### src/rtl/uart_rx_pkt_ctrl.sv
// Framed write-command parser (SYNC, ADDR, LEN, payload, CHK) feeding the register bank.
// Latency: first register write 1 cycle after the CHK byte; pkt_done/pkt_err one cycle after the deciding event.
// Backpressure: none; bytes are strobed in, and bytes arriving during COMMIT are dropped.
module uart_rx_pkt_ctrl #(
    parameter int         CLK_FREQ      = 100_000_000,
    parameter int         BAUD_RATE     = 9_600,
    parameter logic [7:0] SYNC_BYTE     = 8'hA5,
    parameter int         ADDR_W        = 4,
    parameter int         MAX_LEN       = 8,
    parameter int         TIMEOUT_BYTES = 3
) (
    input  logic              clk,
    input  logic              reset,
    input  logic              rx_valid,
    input  logic [7:0]        rx_data,
    input  logic              rx_frame_err,
    output logic              reg_wr_en,
    output logic [ADDR_W-1:0] reg_addr,
    output logic [7:0]        reg_wdata,
    output logic              pkt_done,
    output logic              pkt_err,
    output logic [1:0]        err_code,
    output logic              busy
);

    localparam longint unsigned TO_LIMIT =
        (longint'(TIMEOUT_BYTES) * 10 * longint'(CLK_FREQ)) / longint'(BAUD_RATE);
    localparam int TO_W  = $clog2(TO_LIMIT + 1);
    localparam int IDX_W = $clog2(MAX_LEN + 1);
    localparam int BI_W  = (MAX_LEN > 1) ? $clog2(MAX_LEN) : 1;
    localparam int BUF_D = 1 << BI_W;

    localparam logic [IDX_W-1:0] IDX_ONE = IDX_W'(1);
    localparam logic [TO_W-1:0]  TMR_ONE = TO_W'(1);
    localparam logic [TO_W-1:0]  TMR_END = TO_W'(TO_LIMIT - 1);

    typedef enum logic [2:0] {
        ST_IDLE,
        ST_ADDR,
        ST_LEN,
        ST_DATA,
        ST_CHK,
        ST_COMMIT
    } state_t;

    state_t            state, state_n;
    logic [ADDR_W-1:0] base, base_n;
    logic [IDX_W-1:0]  len, len_n;
    logic [IDX_W-1:0]  idx, idx_n;
    logic [7:0]        chk, chk_n;
    logic [TO_W-1:0]   tmr, tmr_n;
    logic              buf_we;
    logic              done_n, err_n;
    logic [1:0]        code_n;
    logic [7:0]        pbuf [BUF_D];

    always_ff @(posedge clk) begin
        if (reset) begin
            state    <= ST_IDLE;
            base     <= '0;
            len      <= '0;
            idx      <= '0;
            chk      <= '0;
            tmr      <= '0;
            pkt_done <= 1'b0;
            pkt_err  <= 1'b0;
            err_code <= 2'd0;
            for (int i = 0; i < BUF_D; i++) begin
                pbuf[i] <= 8'd0;
            end
        end else begin
            state    <= state_n;
            base     <= base_n;
            len      <= len_n;
            idx      <= idx_n;
            chk      <= chk_n;
            tmr      <= tmr_n;
            pkt_done <= done_n;
            pkt_err  <= err_n;
            err_code <= code_n;
            if (buf_we) begin
                pbuf[idx[BI_W-1:0]] <= rx_data;
            end
        end
    end

    always_comb begin
        state_n = state;
        base_n  = base;
        len_n   = len;
        idx_n   = idx;
        chk_n   = chk;
        tmr_n   = '0;
        buf_we  = 1'b0;
        done_n  = 1'b0;
        err_n   = 1'b0;
        code_n  = 2'd0;

        case (state)
            ST_IDLE: begin
                if (rx_valid && !rx_frame_err && rx_data == SYNC_BYTE) begin
                    state_n = ST_ADDR;
                end
            end

            ST_ADDR, ST_LEN, ST_DATA, ST_CHK: begin
                if (rx_valid && rx_frame_err) begin
                    state_n = ST_IDLE;
                    err_n   = 1'b1;
                    code_n  = 2'd3;
                end else if (rx_valid) begin
                    // A byte arriving on the timeout cycle is taken, so this branch outranks the timer.
                    case (state)
                        ST_ADDR: begin
                            if ((rx_data >> ADDR_W) != 8'd0) begin
                                state_n = ST_IDLE;
                                err_n   = 1'b1;
                                code_n  = 2'd1;
                            end else begin
                                base_n  = rx_data[ADDR_W-1:0];
                                chk_n   = rx_data;
                                state_n = ST_LEN;
                            end
                        end
                        ST_LEN: begin
                            if (rx_data != 8'd0 && rx_data <= 8'(MAX_LEN)) begin
                                len_n   = rx_data[IDX_W-1:0];
                                chk_n   = chk ^ rx_data;
                                idx_n   = '0;
                                state_n = ST_DATA;
                            end else begin
                                state_n = ST_IDLE;
                                err_n   = 1'b1;
                                code_n  = 2'd1;
                            end
                        end
                        ST_DATA: begin
                            buf_we = 1'b1;
                            chk_n  = chk ^ rx_data;
                            idx_n  = idx + IDX_ONE;
                            if (idx + IDX_ONE == len) begin
                                state_n = ST_CHK;
                            end
                        end
                        ST_CHK: begin
                            if (rx_data == chk) begin
                                idx_n   = '0;
                                state_n = ST_COMMIT;
                            end else begin
                                state_n = ST_IDLE;
                                err_n   = 1'b1;
                                code_n  = 2'd0;
                            end
                        end
                        default: ;
                    endcase
                end else if (tmr == TMR_END) begin
                    state_n = ST_IDLE;
                    err_n   = 1'b1;
                    code_n  = 2'd2;
                end else begin
                    tmr_n = tmr + TMR_ONE;
                end
            end

            ST_COMMIT: begin
                if (idx == len - IDX_ONE) begin
                    state_n = ST_IDLE;
                    done_n  = 1'b1;
                end else begin
                    idx_n = idx + IDX_ONE;
                end
            end

            default: state_n = ST_IDLE;
        endcase
    end

    // Writes are driven straight from the COMMIT state so the first lands one cycle after CHK.
    assign busy      = (state != ST_IDLE);
    assign reg_wr_en = (state == ST_COMMIT);
    assign reg_addr  = reg_wr_en ? base + ADDR_W'(idx) : '0;
    assign reg_wdata = reg_wr_en ? pbuf[idx[BI_W-1:0]] : 8'd0;

endmodule

### config.mk
export PLATFORM = sky130hd
export DESIGN_NAME = uart_rx_pkt_ctrl
export DESIGN_NICKNAME = d
export VERILOG_FILES = /design/src/rtl/uart_rx_pkt_ctrl.sv
export SDC_FILE = /design/constraint.sdc
export NUM_CORES = 1
export LEC_CHECK = 0
export CAP_MARGIN = 20
export CELL_PAD_IN_SITES_DETAIL_PLACEMENT = 1
export CELL_PAD_IN_SITES_GLOBAL_PLACEMENT = 1
export CORE_AREA = 2 2 100 141
export CTS_CLUSTER_SIZE = 16
export DETAILED_ROUTE_END_ITERATION = 7
export DIE_AREA = 0 0 102 143
export PLACE_DENSITY_LB_ADDON = 0.3
export SYNTH_ARGS = -nofsm -noshare
export SYNTH_HDL_FRONTEND = slang
export SYNTH_SLANG_ARGS = --single-unit
export TNS_END_PERCENT = 100
### constraint.sdc
create_clock -name clk -period 4.41 [get_ports clk]
set_clock_uncertainty 0.15 [all_clocks]
set_input_delay 0.882 -clock clk [delete_from_list [all_inputs] [get_ports clk]]
set_output_delay 0.882 -clock clk [all_outputs]
set_load 0.05 [all_outputs]
==> impl_metrics.tcl <==
set metrics [dict create \
    grt.busiest_layer "met2" \
    core_area_um2 13300 \
    critPathTopFamily "buffers and inverters" \
    p_per_area_nw_per_um2 392 \
    grt_pass1_vias 4490 \
    worstHoldPathType "flop to flop" \
    io_buffers 29 \
    period_share_pct 86.1 \
    p_total_w 0.00270 \
    use_met2_pct 43.8 \
    mostFrequentLayoutCells "64 x edfxtp_1, 63 x nor2_1, 50 x and2_1, 49 x dfxtp_1, 29 x clkdlybuf4s50_1" \
    path_buf_inv 2 \
    synth_top_family_by_area "simple AND/OR/NAND/NOR gates" \
    power_frac_clock_pct 53.3 \
    yosysSeqAreaShare_pct 50.2 \
    clockRootBuffer "clkbuf_16" \
    power.switching_w 0.000582 \
    dr.pass1.iters 5 \
    die_w_um 102 \
    wl_um 15600 \
    cts_hold_buf 0 \
    viasPerCell 5.54 \
    finalSetupTns_ps 0 \
    drive_gt1_share_pct 15.3 \
    synth_fp_nets 553 \
    cts.repair.resized 0 \
    startpoint "idx[0]$_SDFFE_PP0P_" \
    synth_area_um2 5780 \
    slew_headroom_pct 47.9 \
    grt_pass1_wl_um 24400 \
    syn_area_per_cell_um2 10.8 \
    outcome "complete, no violations" \
    clkTransAtPathRegs_ps 50 \
    drt_iter0_drc 179 \
    globalRouteMet3Util_pct 4.01 \
    grt_max_degree 43 \
    worstMarginPinSlew_ps 781 \
    synth-compound-area-share_pct 7.51 \
    synth_edf_count 64 \
    pre_cts_slack_ps 730 \
    ant_nets 0 \
    fillCellCount 1463 \
    synthCells 534 \
    crit_end "reg_addr[2]" \
    intPower_w 0.00212 \
    cts-buffers-inserted 17 \
    synth_area_leaders "edfxtp_1 33%, dfxtp_1 17%, mux4_2 6.2%, and2_1 5.4%, nor2_1 4.1%" \
    diodes 0 \
    crit_chain "ha_1 -> inv_1 -> fa_1 -> xor2_1 -> nor2_1 -> clkdlybuf4s50_1" \
    share_seq_of_total_power_pct 42.5 \
    synthXorXnorAreaFrac_pct 5.89 \
    synth_ff_type "edfxtp_1" \
    r2r-start "state[1]$_SDFFE_PP0P_" \
    fmax_mhz 263 \
    crit_path_max_fanout 10 \
    finalSetupViolCount 0 \
    r2r_end "pbuf[1][4]$_SDFFCE_PN0P_" \
    ys_warn_count 0 \
    antenna_found_initial 0 \
    die_h_um 143 \
    required_ps 3380 \
    ir_worst_vdd_uv 267 \
    cap_violations 0 \
    synth-adder-area-share_pct 1.64 \
    synthArstFlopShare_pct 0 \
    cts_sinks 113 \
    hold_viol 0 \
    switching_share_pct 21.5 \
    grt_usage_pct 22.8 \
    end_kind "output pin" \
    worst_slack_ps 613 \
    dieArea_um2 14600 \
    gr-total-overflow 0 \
    rr_worst_depth 7 \
    nets 581 \
    wl_per_cell_um 20.6 \
    synth.distinct_cells 56 \
    cts_tree "yes" \
    hpwl_um 11300 \
    gp_congestion 0.843 \
    rsz0062_at_grt "no" \
    num_vias 4190 \
    yosysTopAreaCell "edfxtp_1" \
    rows 50 \
    yosys.area.top_type_share_pct 33.2 \
    slowest_delay_ps 820 \
    p_leak_nw 2.43 \
    finalMaxSlewViolations 0 \
    layout_commonest_cell "edfxtp_1" \
    clock_path_buffers 2 \
    rrSetupSlack_ps 1310 \
    crit_type "flop to output pin" \
    synthToLayoutAreaGrowth_pct 19.2 \
    initial_core_util_pct 43.6 \
    num_io_pins 30 \
    combPwrFrac_pct 4.2 \
    grtUsageMet1_pct 23.8 \
    crit_path_start_kind "flop" \
    drc 0 \
    htree_num_levels 4 \
    cp.arrival_ps 2760 \
    synth-seq-cells 113 \
    synth.area.mux_share_pct 9.63 \
    synth-simple-area-share_pct 21.6 \
    worst-path-stages 6 \
    cts_setup_buffers 0 \
    crit_slowest_cell "clkdlybuf4s50_1" \
    fin_crit_ps 3800 \
    clock_latency_ps 410 \
]
-- flip-flops by register name, summed over array words and instances (netlist names), named ones only --
| name | cells |
|---|---|
| idx | 4 |
| pkt_done | 1 |
| chk | 8 |
| err_code | 2 |
| tmr | 19 |
| base | 4 |
| state | 3 |
| pkt_err | 1 |
| len | 4 |
| pbuf | 64 |
-- stage by stage --
step / hold slack (ps) / util, % / instances / area [um^2]
2_1_floorplan: 276 / - / 534 / 5780
3_3_place_gp: 293 / 47.3 / 725 / 6280
3_5_place_dp: 322 / 47.3 / 725 / 6280
4_1_cts: 334 / 52.0 / 757 / 6890
5_1_grt: 343 / 52.0 / 757 / 6890
6_report: 324 / 52.0 / 757 / 6890
-- synthesized netlist by cell type, types with 4 or more instances --
library cell and n:
dfxtp_1 49, o21ai_0 7, mux2i_1 14, nor2b_1 7
and2_1 50, inv_1 12, ha_1 6, nor3_1 13
nand2_1 19, xnor2_1 16, nand4_1 4, clkbuf_1 32
nand3_1 8, edfxtp_1 64, a31oi_1 6, a21oi_1 18
and3_1 16, nor3b_1 5, o21ba_2 4, o32ai_1 4
mux4_2 16, nor4_1 18, nor2_1 63, xor2_1 21
nand2b_1 7, o21a_1 4, or2_2 8, mux2_2 5
-- power groups by stage --
stage | Combinational, W | Clock, W | Sequential [W]
after floorplan | 0.0000650 | 0 | 0.00116
after global placement | 0.000112 | 0 | 0.00117
after detailed placement | 0.000115 | 0 | 0.00117
after CTS | 0.000116 | 0.00146 | 0.00115
after global routing | 0.000123 | 0.00149 | 0.00115
final | 0.000115 | 0.00144 | 0.00115
-- kinds of logic (layout without fill, tap and decap cells) --
logic type	count (synthesis)	in the layout
flops	113	113
simple gates	229	229
mux	35	35
xor+xnor	38	38
fa+ha+maj	7	7
buf+inv	51	92
compound gates	61	61
-- layer usage --
layer,routed length [um],vias up
met5,0,-
met4,451,0
met3,421,36
met2,8900,87
met1,5800,2096
li1,-,1971
-- cell type report --
cell class / instances / area (um^2) / share of cell area, %
clock inverters: 14 / 186 / 2.70
well taps: 182 / 228 / 3.30
clock buffers: 18 / 429 / 6.23
flip-flops and latches: 113 / 2900 / 42.1
repair buffers: 47 / 425 / 6.17
inverters: 13 / 48.8 / 0.708
multi-input cells: 370 / 2670 / 38.8
-- how the worst min path moves through the flow --
| stage | startpoint | endpoint | cells after the start |
|---|---|---|---|
| 6_report | tmr[0]$_SDFF_PP0_ | tmr[0]$_SDFF_PP0_ | 1 |
| 5_1_grt | tmr[0]$_SDFF_PP0_ | tmr[0]$_SDFF_PP0_ | 1 |
| 4_1_cts | tmr[0]$_SDFF_PP0_ | tmr[0]$_SDFF_PP0_ | 1 |
| 3_5_place_dp | tmr[0]$_SDFF_PP0_ | tmr[0]$_SDFF_PP0_ | 1 |
| 3_3_place_gp | tmr[0]$_SDFF_PP0_ | tmr[0]$_SDFF_PP0_ | 1 |
| 2_1_floorplan | tmr[0]$_SDFF_PP0_ | tmr[0]$_SDFF_PP0_ | 1 |
Note: power is estimated with default switching activity, not from simulation.
